$ cat src/rtl/picorv32_pcpi_mul_pkg.sv
// Shared types and encodings for the iterative PCPI multiplier.
package picorv32_pcpi_mul_pkg;

  typedef enum logic [1:0] {StIdle, StCalc, StDone} mul_state_e;

  localparam logic [6:0] OPCODE_OP     = 7'b0110011;
  localparam logic [6:0] FUNCT7_MULDIV = 7'b0000001;

  localparam logic [2:0] F3_MUL    = 3'b000;
  localparam logic [2:0] F3_MULH   = 3'b001;
  localparam logic [2:0] F3_MULHSU = 3'b010;
  localparam logic [2:0] F3_MULHU  = 3'b011;

  // MUL returns the low word, every MULH* variant the high word.
  function automatic logic [31:0] mul_result(input logic low_word, input logic [63:0] prod);
    return low_word ? prod[31:0] : prod[63:32];
  endfunction

endpackage

$ cat src/rtl/picorv32_mul_step.sv
// One iteration of the shift-add multiplier: acc + mcand * STEP_BITS-wide digit, mod 2^64.
module picorv32_mul_step #(
  parameter int unsigned STEP_BITS = 4
) (
  input  logic [63:0]          acc,
  input  logic [63:0]          mcand,
  input  logic [STEP_BITS-1:0] digit,
  output logic [63:0]          acc_next
);

  assign acc_next = acc + mcand * 64'(digit);

endmodule

$ cat src/rtl/picorv32_pcpi_iter_mul.sv
// Iterative MUL/MULH/MULHSU/MULHU PCPI co-processor retiring STEP_BITS multiplier bits per
// cycle, with an optional one-entry product cache for MULH*/MUL pairs.
module picorv32_pcpi_iter_mul
  import picorv32_pcpi_mul_pkg::*;
#(
  parameter int unsigned STEP_BITS    = 4,
  parameter int unsigned RESULT_CACHE = 1
) (
  input  logic        clk,
  input  logic        resetn,
  input  logic        pcpi_valid,
  input  logic [31:0] pcpi_insn,
  input  logic [31:0] pcpi_rs1,
  input  logic [31:0] pcpi_rs2,
  output logic        pcpi_wr,
  output logic [31:0] pcpi_rd,
  output logic        pcpi_wait,
  output logic        pcpi_ready
);

  localparam int unsigned N = 64 / STEP_BITS;

  mul_state_e  state_q, state_d;
  logic        valid_mul_q;
  logic [63:0] acc_q, mcand_q, mplier_q;
  logic [6:0]  cnt_q;
  logic [31:0] rd_q;

  logic [2:0]  funct3;
  logic        valid_mul, start, is_mul, rs1_signed, rs2_signed;
  logic [63:0] rs1_ext, rs2_ext, acc_next, cache_prod;
  logic        cache_hit, calc_done;
  logic        unused_insn;

  assign funct3     = pcpi_insn[14:12];
  // funct3[2] set selects div/rem, which this unit leaves to another co-processor.
  assign valid_mul  = pcpi_valid && (pcpi_insn[6:0] == OPCODE_OP) &&
                      (pcpi_insn[31:25] == FUNCT7_MULDIV) && !funct3[2];
  assign start      = valid_mul && !valid_mul_q;
  assign is_mul     = (funct3 == F3_MUL);
  assign rs1_signed = (funct3 == F3_MULH) || (funct3 == F3_MULHSU);
  assign rs2_signed = (funct3 == F3_MULH);
  assign rs1_ext    = {{32{rs1_signed & pcpi_rs1[31]}}, pcpi_rs1};
  assign rs2_ext    = {{32{rs2_signed & pcpi_rs2[31]}}, pcpi_rs2};
  assign calc_done  = (state_q == StCalc) && valid_mul && (cnt_q == 7'd0);
  assign unused_insn = ^{pcpi_insn[24:15], pcpi_insn[11:7]};

  picorv32_mul_step #(
    .STEP_BITS(STEP_BITS)
  ) u_step (
    .acc     (acc_q),
    .mcand   (mcand_q),
    .digit   (mplier_q[STEP_BITS-1:0]),
    .acc_next(acc_next)
  );

  always_ff @(posedge clk or negedge resetn) begin
    if (!resetn) begin
      state_q <= StIdle;
    end else begin
      state_q <= state_d;
    end
  end

  always_comb begin
    state_d = state_q;
    unique case (state_q)
      StIdle: if (start) state_d = cache_hit ? StDone : StCalc;
      StCalc: begin
        if (!valid_mul) begin
          state_d = StIdle;
        end else if (cnt_q == 7'd0) begin
          state_d = StDone;
        end
      end
      StDone:  state_d = StIdle;
      default: state_d = StIdle;
    endcase
  end

  always_comb begin
    pcpi_wait  = (state_q == StCalc);
    pcpi_ready = (state_q == StDone);
    pcpi_wr    = pcpi_ready;
  end

  assign pcpi_rd = rd_q;

  always_ff @(posedge clk or negedge resetn) begin
    if (!resetn) begin
      valid_mul_q <= 1'b0;
      acc_q       <= '0;
      mcand_q     <= '0;
      mplier_q    <= '0;
      cnt_q       <= '0;
      rd_q        <= '0;
    end else begin
      valid_mul_q <= valid_mul;
      if (state_q == StIdle && start && !cache_hit) begin
        acc_q    <= '0;
        mcand_q  <= rs1_ext;
        mplier_q <= rs2_ext;
        cnt_q    <= 7'(N - 1);
      end else if (state_q == StCalc) begin
        acc_q    <= acc_next;
        mcand_q  <= mcand_q << STEP_BITS;
        mplier_q <= mplier_q >> STEP_BITS;
        cnt_q    <= cnt_q - 7'd1;
      end
      if (state_q == StIdle && start && cache_hit) begin
        rd_q <= mul_result(is_mul, cache_prod);
      end else if (calc_done) begin
        rd_q <= mul_result(is_mul, acc_next);
      end
    end
  end

  if (RESULT_CACHE != 0) begin : g_cache
    logic        c_valid_q, c_s1_q, c_s2_q;
    logic [31:0] c_rs1_q, c_rs2_q;
    logic [63:0] c_prod_q;

    // The core holds insn and operands while valid is high, so the live bus is the op's key.
    always_ff @(posedge clk or negedge resetn) begin
      if (!resetn) begin
        c_valid_q <= 1'b0;
        c_s1_q    <= 1'b0;
        c_s2_q    <= 1'b0;
        c_rs1_q   <= '0;
        c_rs2_q   <= '0;
        c_prod_q  <= '0;
      end else if (calc_done) begin
        c_valid_q <= 1'b1;
        c_s1_q    <= rs1_signed;
        c_s2_q    <= rs2_signed;
        c_rs1_q   <= pcpi_rs1;
        c_rs2_q   <= pcpi_rs2;
        c_prod_q  <= acc_next;
      end
    end

    // The low word of the product does not depend on operand signedness.
    assign cache_hit  = c_valid_q && (c_rs1_q == pcpi_rs1) && (c_rs2_q == pcpi_rs2) &&
                        (is_mul || ((c_s1_q == rs1_signed) && (c_s2_q == rs2_signed)));
    assign cache_prod = c_prod_q;
  end else begin : g_no_cache
    assign cache_hit  = 1'b0;
    assign cache_prod = '0;
  end

endmodule

$ cat config.mk
export PLATFORM = sky130hd
export DESIGN_NAME = picorv32_pcpi_iter_mul
export DESIGN_NICKNAME = d
export VERILOG_FILES = /design/src/rtl/picorv32_pcpi_mul_pkg.sv /design/src/rtl/picorv32_mul_step.sv /design/src/rtl/picorv32_pcpi_iter_mul.sv
export SDC_FILE = /design/constraint.sdc
export NUM_CORES = 1
export LEC_CHECK = 0
export CAP_MARGIN = 10
export CELL_PAD_IN_SITES_DETAIL_PLACEMENT = 1
export CELL_PAD_IN_SITES_GLOBAL_PLACEMENT = 1
export CORE_UTILIZATION = 51
export DETAILED_ROUTE_END_ITERATION = 10
export PLACE_DENSITY_LB_ADDON = 0.1
export SYNTH_ARGS = -nofsm -noshare
export SYNTH_HDL_FRONTEND = slang
export SYNTH_SLANG_ARGS = --single-unit
export TNS_END_PERCENT = 50
$ cat constraint.sdc
create_clock -name clk -period 16 [get_ports clk]
set_clock_uncertainty 0.2 [all_clocks]
set_input_delay 3.2 -clock clk [delete_from_list [all_inputs] [get_ports clk]]
set_output_delay 3.2 -clock clk [all_outputs]
set_load 0.005 [all_outputs]
==> results of run 1 <==
-- logic make-up after synthesis --
logic type | count (synthesis) | synth area share, %
adders and majority gates | 251 | 18.3
buffers and inverters | 450 | 6.90
and+or+nand+nor | 1050 | 20.1
DFF | 341 | 34.7
AOI/OAI and AO/OA | 542 | 14.1
xor gates and xnor gates | 134 | 4.78
muxes | 26 | 1.12
-- cell type report --
class,instances,area (um2)
timing repair buffer,139,1340
multi-input combinational,2003,14400
sequential,341,8530
fill,5545,20200
tap,615,769
antenna,1,2.50
clock buffer,60,1190
clock inverter,13,138
inverter,287,1080
-- state kept, by name (all words and copies together) (netlist names) --
register,count
g_cache.c_s1_q,1
valid_mul_q,1
cache_prod,64
cnt_q,7
acc_q,64
g_cache.c_rs1_q,32
mplier_q,40
g_cache.c_s2_q,1
pcpi_rd,32
g_cache.c_rs2_q,32
g_cache.c_valid_q,1
state_q,2
mcand_q,64
-- metal layers --
| layer | vias to the layer above | track usage [%] | part of all wire [%] |
|---|---|---|---|
| li1 | 9192 | - | - |
| met1 | 10388 | 42.2 | 44 |
| met2 | 411 | 54.2 | 49 |
| met3 | 101 | 3.87 | 4.1 |
| met4 | 0 | 9.43 | 2.6 |
| met5 | - | 0 | 0 |
-- worst paths after layout --
| check | to | slack, ns |
|---|---|---|
| max in group asynchronous | g_cache.c_rs2_q[23]$_DFFE_PN0P_ | 10.90 |
| min in group asynchronous | cache_prod[44]$_DFFE_PN0P_ | 2.43 |
| max reg2reg | pcpi_rd[12]$_DFFE_PN0P_ | 8.64 |
| min | mplier_q[8]$_DFFE_PN0P_ | 0.27 |
| max | pcpi_rd[12]$_DFFE_PN0P_ | 8.64 |
| min reg2reg | mplier_q[8]$_DFFE_PN0P_ | 0.27 |
-- cell usage in the layout, fill, tap and decap left out, types with 11 or more instances in the layout --
cell	n
nor2_1	49
buf_4	21
nand3_1	32
o22ai_1	50
and2_1	235
mux2i_1	17
a31oi_1	27
o221ai_1	27
nor2b_1	12
inv_1	286
o21ai_0	121
a21oi_1	138
xor2_1	58
and3_1	43
a22oi_1	56
nor4_1	12
clkbuf_16	42
fa_1	182
nor3_1	13
xnor2_1	76
nand4_1	26
dfrtp_1	341
ha_1	69
clkbuf_1	11
nand2_1	590
a21o_1	32
clkdlybuf4s50_1	117
o21bai_1	17
-- per-stage QoR --
stage / instances / worst slack (ns) / hold WS (ns) / instance area [um2] / util (%)
after global routing: 3458 / 8.29 / 0.291 / 27400 / 57.6
after CTS: 3458 / 8.73 / 0.276 / 27400 / 57.6
after detailed placement: 3385 / 8.14 / 0.263 / 26100 / 54.8
after floorplan: 2794 / 10.50 / 0.233 / 24600 / -
final: 3459 / 8.64 / 0.274 / 27500 / 57.6
after global placement: 3385 / 8.24 / 0.245 / 26100 / 54.8
-- worst max-delay path, delay by kind of cell, from the launching register on --
family	cells	cell delay, ns
xor gates and xnor gates	1	0.90
DFF	1	0.39
and+or+nand+nor	2	0.37
AOI/OAI and AO/OA	8	2.82
buffers and inverters	3	0.65
adders and majority gates	4	1.81
-- power groups by stage --
stage | sequential [uW] | clock, uW | combinational (uW)
floorplan | 879 | 0 | 38.3
global placement | 879 | 0 | 110
detailed placement | 879 | 0 | 113
CTS | 864 | 957 | 113
global route | 863 | 985 | 121
finish | 864 | 938 | 113
==> results.cfg, run 1 <==
[status]
status = finished, violations left
violations = DRC

[clock_network]
cts_sinks = 341
clockBufferDepth = 3
post_cts_buffers = 0
h-tree-depth = 2
cts_tree = done
path_clk_slew_ns = 0.06
cts_hold_buf = 0
numCtsBuffers = 41
cts_root_buf = clkbuf_16
clk_latency_ns = 0.58
postCtsResizedCells = 0

[worst_setup_path]
r2r_start = mplier_q[1]$_DFFE_PN0P_
cp_slowest_stage_delay_ns = 0.90
worst_r2r_path_depth = 18
startpoint_type = register
cpMostUsedCell = fa_1
arrival_ns = 7.53
path_cells = buf_4 -> and2_1 -> fa_1 -> fa_1 -> inv_1 -> fa_1 -> inv_1 -> ha_1 -> a21oi_1 -> o21ai_0 -> a221oi_1 -> nand2_1 -> o31ai_1 -> o21ai_0 -> a21boi_0 -> o21bai_1 -> xnor2_1 -> o221ai_1
critPathLaunch = mplier_q[1]$_DFFE_PN0P_
critPathMaxFanout = 63
end_kind = register
cp.required_ns = 16.17
crit_type = reg2reg
critical-path-slowest-cell = xnor2_1

[die]
die_w_um = 222
die_area_mm2 = 0.0491
io_pins = 134
core_mm2 = 0.0476
die_h_um = 222
rows = 80
start_util_pct = 51.6

[global_route]
grt_use_total_pct = 31.6
grt_pass1_vias = 22068
grt_max_degree = 92
grt_pass1_wl_um = 123000
antenna_found_initial = 0
grt.overflow.total = 0

[pwr]
switching_share_pct = 24.3
ir_drop_mv = 0.0831
switchingPower_uw = 465
clkPwrFrac_pct = 49.0
p_total_uw = 1910
p_leak_uw = 0.0141
p_int_uw = 1450
power.share.combinational_pct = 5.9
powerDensity_mw_per_mm2 = 69.7
pwr-share-seq_pct = 45.1

[yosys]
synth_warnings = 0
synth_top_area_share_pct = 34.7
synth_area_leader_cell = dfrtp_1
ys_top_cells_by_area = dfrtp_1 (35%), fa_1 (15%), nand2_1 (9.0%)
synth_common_cells = nand2_1 (590), dfrtp_1 (341), inv_1 (287)
synth-seq-cells = 341
syn-num-nets = 3144
synthFlopType = dfrtp_1
synth_most_common_cell = nand2_1
postSynthAreaPerCell_um2 = 8.80
synth.distinct_cells = 68
async_reset_ff_share_pct = 100
syn_inst = 2794
syn_area_mm2 = 0.0246
ys_seq_area_share_pct = 34.7
synth_edf_count = 0

[timing]
slew_viol_final = 0
tns_ns = 0
worstMarginPinSlew_ns = 1.14
rsz0062_at_grt = false
fin_crit_sh_pct = 46.0
fin_crit_ns = 7.36
slew_headroom_pct = 23.6
fmax_ghz = 0.136
setup_viol = 0
finalHoldViolations = 0

[placed_design]
dp_hpwl_um = 55600
gp_congestion = 0.945
port_buffers = 118

[routing]
remaining_drc_errors = 2
drt_wl_total_um = 75900
viasPerCell = 5.81
routedWlPerCell_um = 22.0
vias = 20092
drt.antenna.violating_nets = 0
dr.pass1.iters = 8
drtIter0Drc = 1250

[hold_path]
min_path_type = reg2reg
worstHoldStart = mplier_q[8]$_DFFE_PN0P_
holdPathStages = 2

[final_layout]
synthToLayoutAreaGrowth_pct = 11.7
drive_gt1_share_pct = 3.97
nets = 3163

[job]
maxCapViolCount = 0
No activity file was read; power rests on OpenSTA's default activity.
==> inputs of run 2 (changes only) <==
--- a/config.mk
+++ b/config.mk
@@ -8,7 +8,7 @@
 export CAP_MARGIN = 10
 export CELL_PAD_IN_SITES_DETAIL_PLACEMENT = 1
 export CELL_PAD_IN_SITES_GLOBAL_PLACEMENT = 1
-export CORE_UTILIZATION = 51
+export CORE_UTILIZATION = 43
 export DETAILED_ROUTE_END_ITERATION = 10
 export PLACE_DENSITY_LB_ADDON = 0.1
 export SYNTH_ARGS = -nofsm -noshare
==> constraint.sdc (replaced) <==
create_clock -name clk -period 6.49 [get_ports clk]
set_clock_uncertainty 0.2 [all_clocks]
set_input_delay 1.298 -clock clk [delete_from_list [all_inputs] [get_ports clk]]
set_output_delay 1.298 -clock clk [all_outputs]
set_load 0.005 [all_outputs]
==> results.cfg, run 2 (synthesis results as in run 1) <==
[timing]
slew_viol_final = 0
slew_headroom_pct = 14.7
rsz0062_at_grt = false
tns_ns = 0
fmax_ghz = 0.163
worstMarginPinSlew_ns = 1.28
finalHoldViolations = 0
fin_crit_ns = 6.13
fin_crit_sh_pct = 94.5
setup_viol = 0

[routing]
drtIter0Drc = 1046
drt.antenna.violating_nets = 0
routedWlPerCell_um = 21.3
vias = 19870
dr.pass1.iters = 7
drt_wl_total_um = 77500
viasPerCell = 5.45
remaining_drc_errors = 0

[worst_setup_path]
crit_family = compound AO/OA/AOI/OAI gates
critical-path-slowest-cell = a211oi_1
path_cells = buf_12 -> and2_1 -> fa_1 -> fa_1 -> inv_1 -> fa_1 -> inv_1 -> ha_1 -> nand2_1 -> o21ai_0 -> o21a_1 -> o211ai_1 -> a211oi_1 -> o21ai_0 -> o21ai_0 -> buf_4 -> a21boi_0 -> xnor2_1 -> mux2_2
worst_r2r_path_depth = 19
end_kind = register
critPathBufInv = 4
reg2reg_to = cache_prod[58]$_DFFE_PN0P_
startpoint_type = register
cp_slowest_stage_delay_ns = 0.65
r2r_start = mplier_q[1]$_DFFE_PN0P_
cp_num_cells = 19
rrSetupSlack_ns = 0.36
critPathMaxFanout = 64
cp.required_ns = 6.73
arrival_ns = 6.38
crit_type = reg2reg

[global_route]
antenna_found_initial = 0
grt_max_degree = 144
grt.overflow.total = 0
grt_pass1_wl_um = 124000
grt_pass1_vias = 21698
grt_use_total_pct = 27.5

[die]
start_util_pct = 43.6
die_area_mm2 = 0.0581
core_mm2 = 0.0564
die_w_um = 241
io_pins = 134
rows = 87
die_h_um = 241

[final_layout]
n_fill_cell = 6605
drive_gt1_share_pct = 5.61
most-common-layout-cells = nand2_1 (590), dfrtp_1 (341), inv_1 (286)
synthToLayoutAreaGrowth_pct = 14.7
layout_commonest_cell = nand2_1
final_cell_count_no_fill = 3645
nets = 3204

[placed_design]
placed_cells = 3564
port_buffers = 118
dp_hpwl_um = 56400
gp_congestion = 0.879

[clock_network]
path_clk_slew_ns = 0.06
clockBufferDepth = 3
cts_root_buf = clkbuf_16
post_cts_buffers = 0
cts_tree = done
h-tree-depth = 2
cts_sinks = 341
clk_latency_ns = 0.58
numCtsBuffers = 44

[pwr]
powerDensity_mw_per_mm2 = 178
ir_drop_mv = 0.162
p_leak_uw = 0.0144

[job]
maxCapViolCount = 0

[hold_path]
holdPathStages = 2
min_to = mplier_q[62]$_DFFE_PN0P_
worstHoldStart = mplier_q[62]$_DFFE_PN0P_
min_path_type = reg2reg

[status]
status = finished, final reports clean
[run 2: changes by cell type in the layout (fill, tap and decap cells not counted), sizes merged]
cell	previous run	this run
bufinv	2	4
clkbuf	60	67
inv	288	287
buf	22	60
clkinvlp	3	2
[run 2: final cells by class]
class                           instances  area (um2)  share of cell area, %
Tap cell                              756         946                   3.35
Sequential cell                       341        8530                   30.3
Timing Repair Buffer                  177        1700                   6.04
Multi-Input combinational cell       2003       14400                   51.1
Antenna cell                            1        2.50                0.00888
Clock buffer                           67        1350                   4.78
Inverter                              287        1080                   3.83
Clock inverter                         13         178                  0.630
[run 2: power breakdown]
part	total, uW	internal, uW	leakage, uW	switching, uW
Sequential	2130	2130	0.00437	1.39
Combinational	290	105	0.00927	185
Clock	2590	1590	0.000749	999
[run 2: repair_timing]
item | CTS | global route
endpoints found under the setup margin | 0 | 2
resized for setup | 0 | 1
hold buffers | 0 | 0
[run 2: how the worst max path moves through the flow]
stage                                       start                          to
final                     mplier_q[1]$_DFFE_PN0P_  cache_prod[58]$_DFFE_PN0P_
after global routing      mplier_q[1]$_DFFE_PN0P_  cache_prod[58]$_DFFE_PN0P_
after CTS                 mplier_q[2]$_DFFE_PN0P_  cache_prod[58]$_DFFE_PN0P_
after detailed placement  mplier_q[2]$_DFFE_PN0P_  cache_prod[58]$_DFFE_PN0P_
after global placement    mplier_q[2]$_DFFE_PN0P_  cache_prod[61]$_DFFE_PN0P_
after floorplan           mplier_q[1]$_DFFE_PN0P_  cache_prod[59]$_DFFE_PN0P_
[run 2: worst register-to-register path, stage by stage, from the launching register on]
cell and delay [ns]:
dfrtp_1 0.39, buf_12 0.19, and2_1 0.25, fa_1 0.49, fa_1 0.53, inv_1 0.06, fa_1 0.47, inv_1 0.04
ha_1 0.40, nand2_1 0.18, o21ai_0 0.42, o21a_1 0.24, o211ai_1 0.11, a211oi_1 0.65, o21ai_0 0.22, o21ai_0 0.25
buf_4 0.16, a21boi_0 0.21, xnor2_1 0.22, mux2_2 0.30
[run 2: through the flow]
stage / total power, uW / util, % / instance area, um2 / hold slack (ns) / worst slack (ns)
floorplan: 2260 / - / 24600 / 0.233 / 1.36
global placement: 2460 / 47.3 / 26700 / 0.247 / 0.416
detailed placement: 2460 / 47.3 / 26700 / 0.259 / 0.330
CTS: 5060 / 50.0 / 28200 / 0.272 / 0.288
global route: 5150 / 50.0 / 28200 / 0.308 / 0.00528
finish: 5010 / 50.0 / 28200 / 0.269 / 0.356
[run 2: per-layer routing]
metal	global-route usage, %	wire length (um)
met1	36.7	34700
met2	47.2	38100
met3	3.28	2540
met4	7.67	2170
met5	0	0
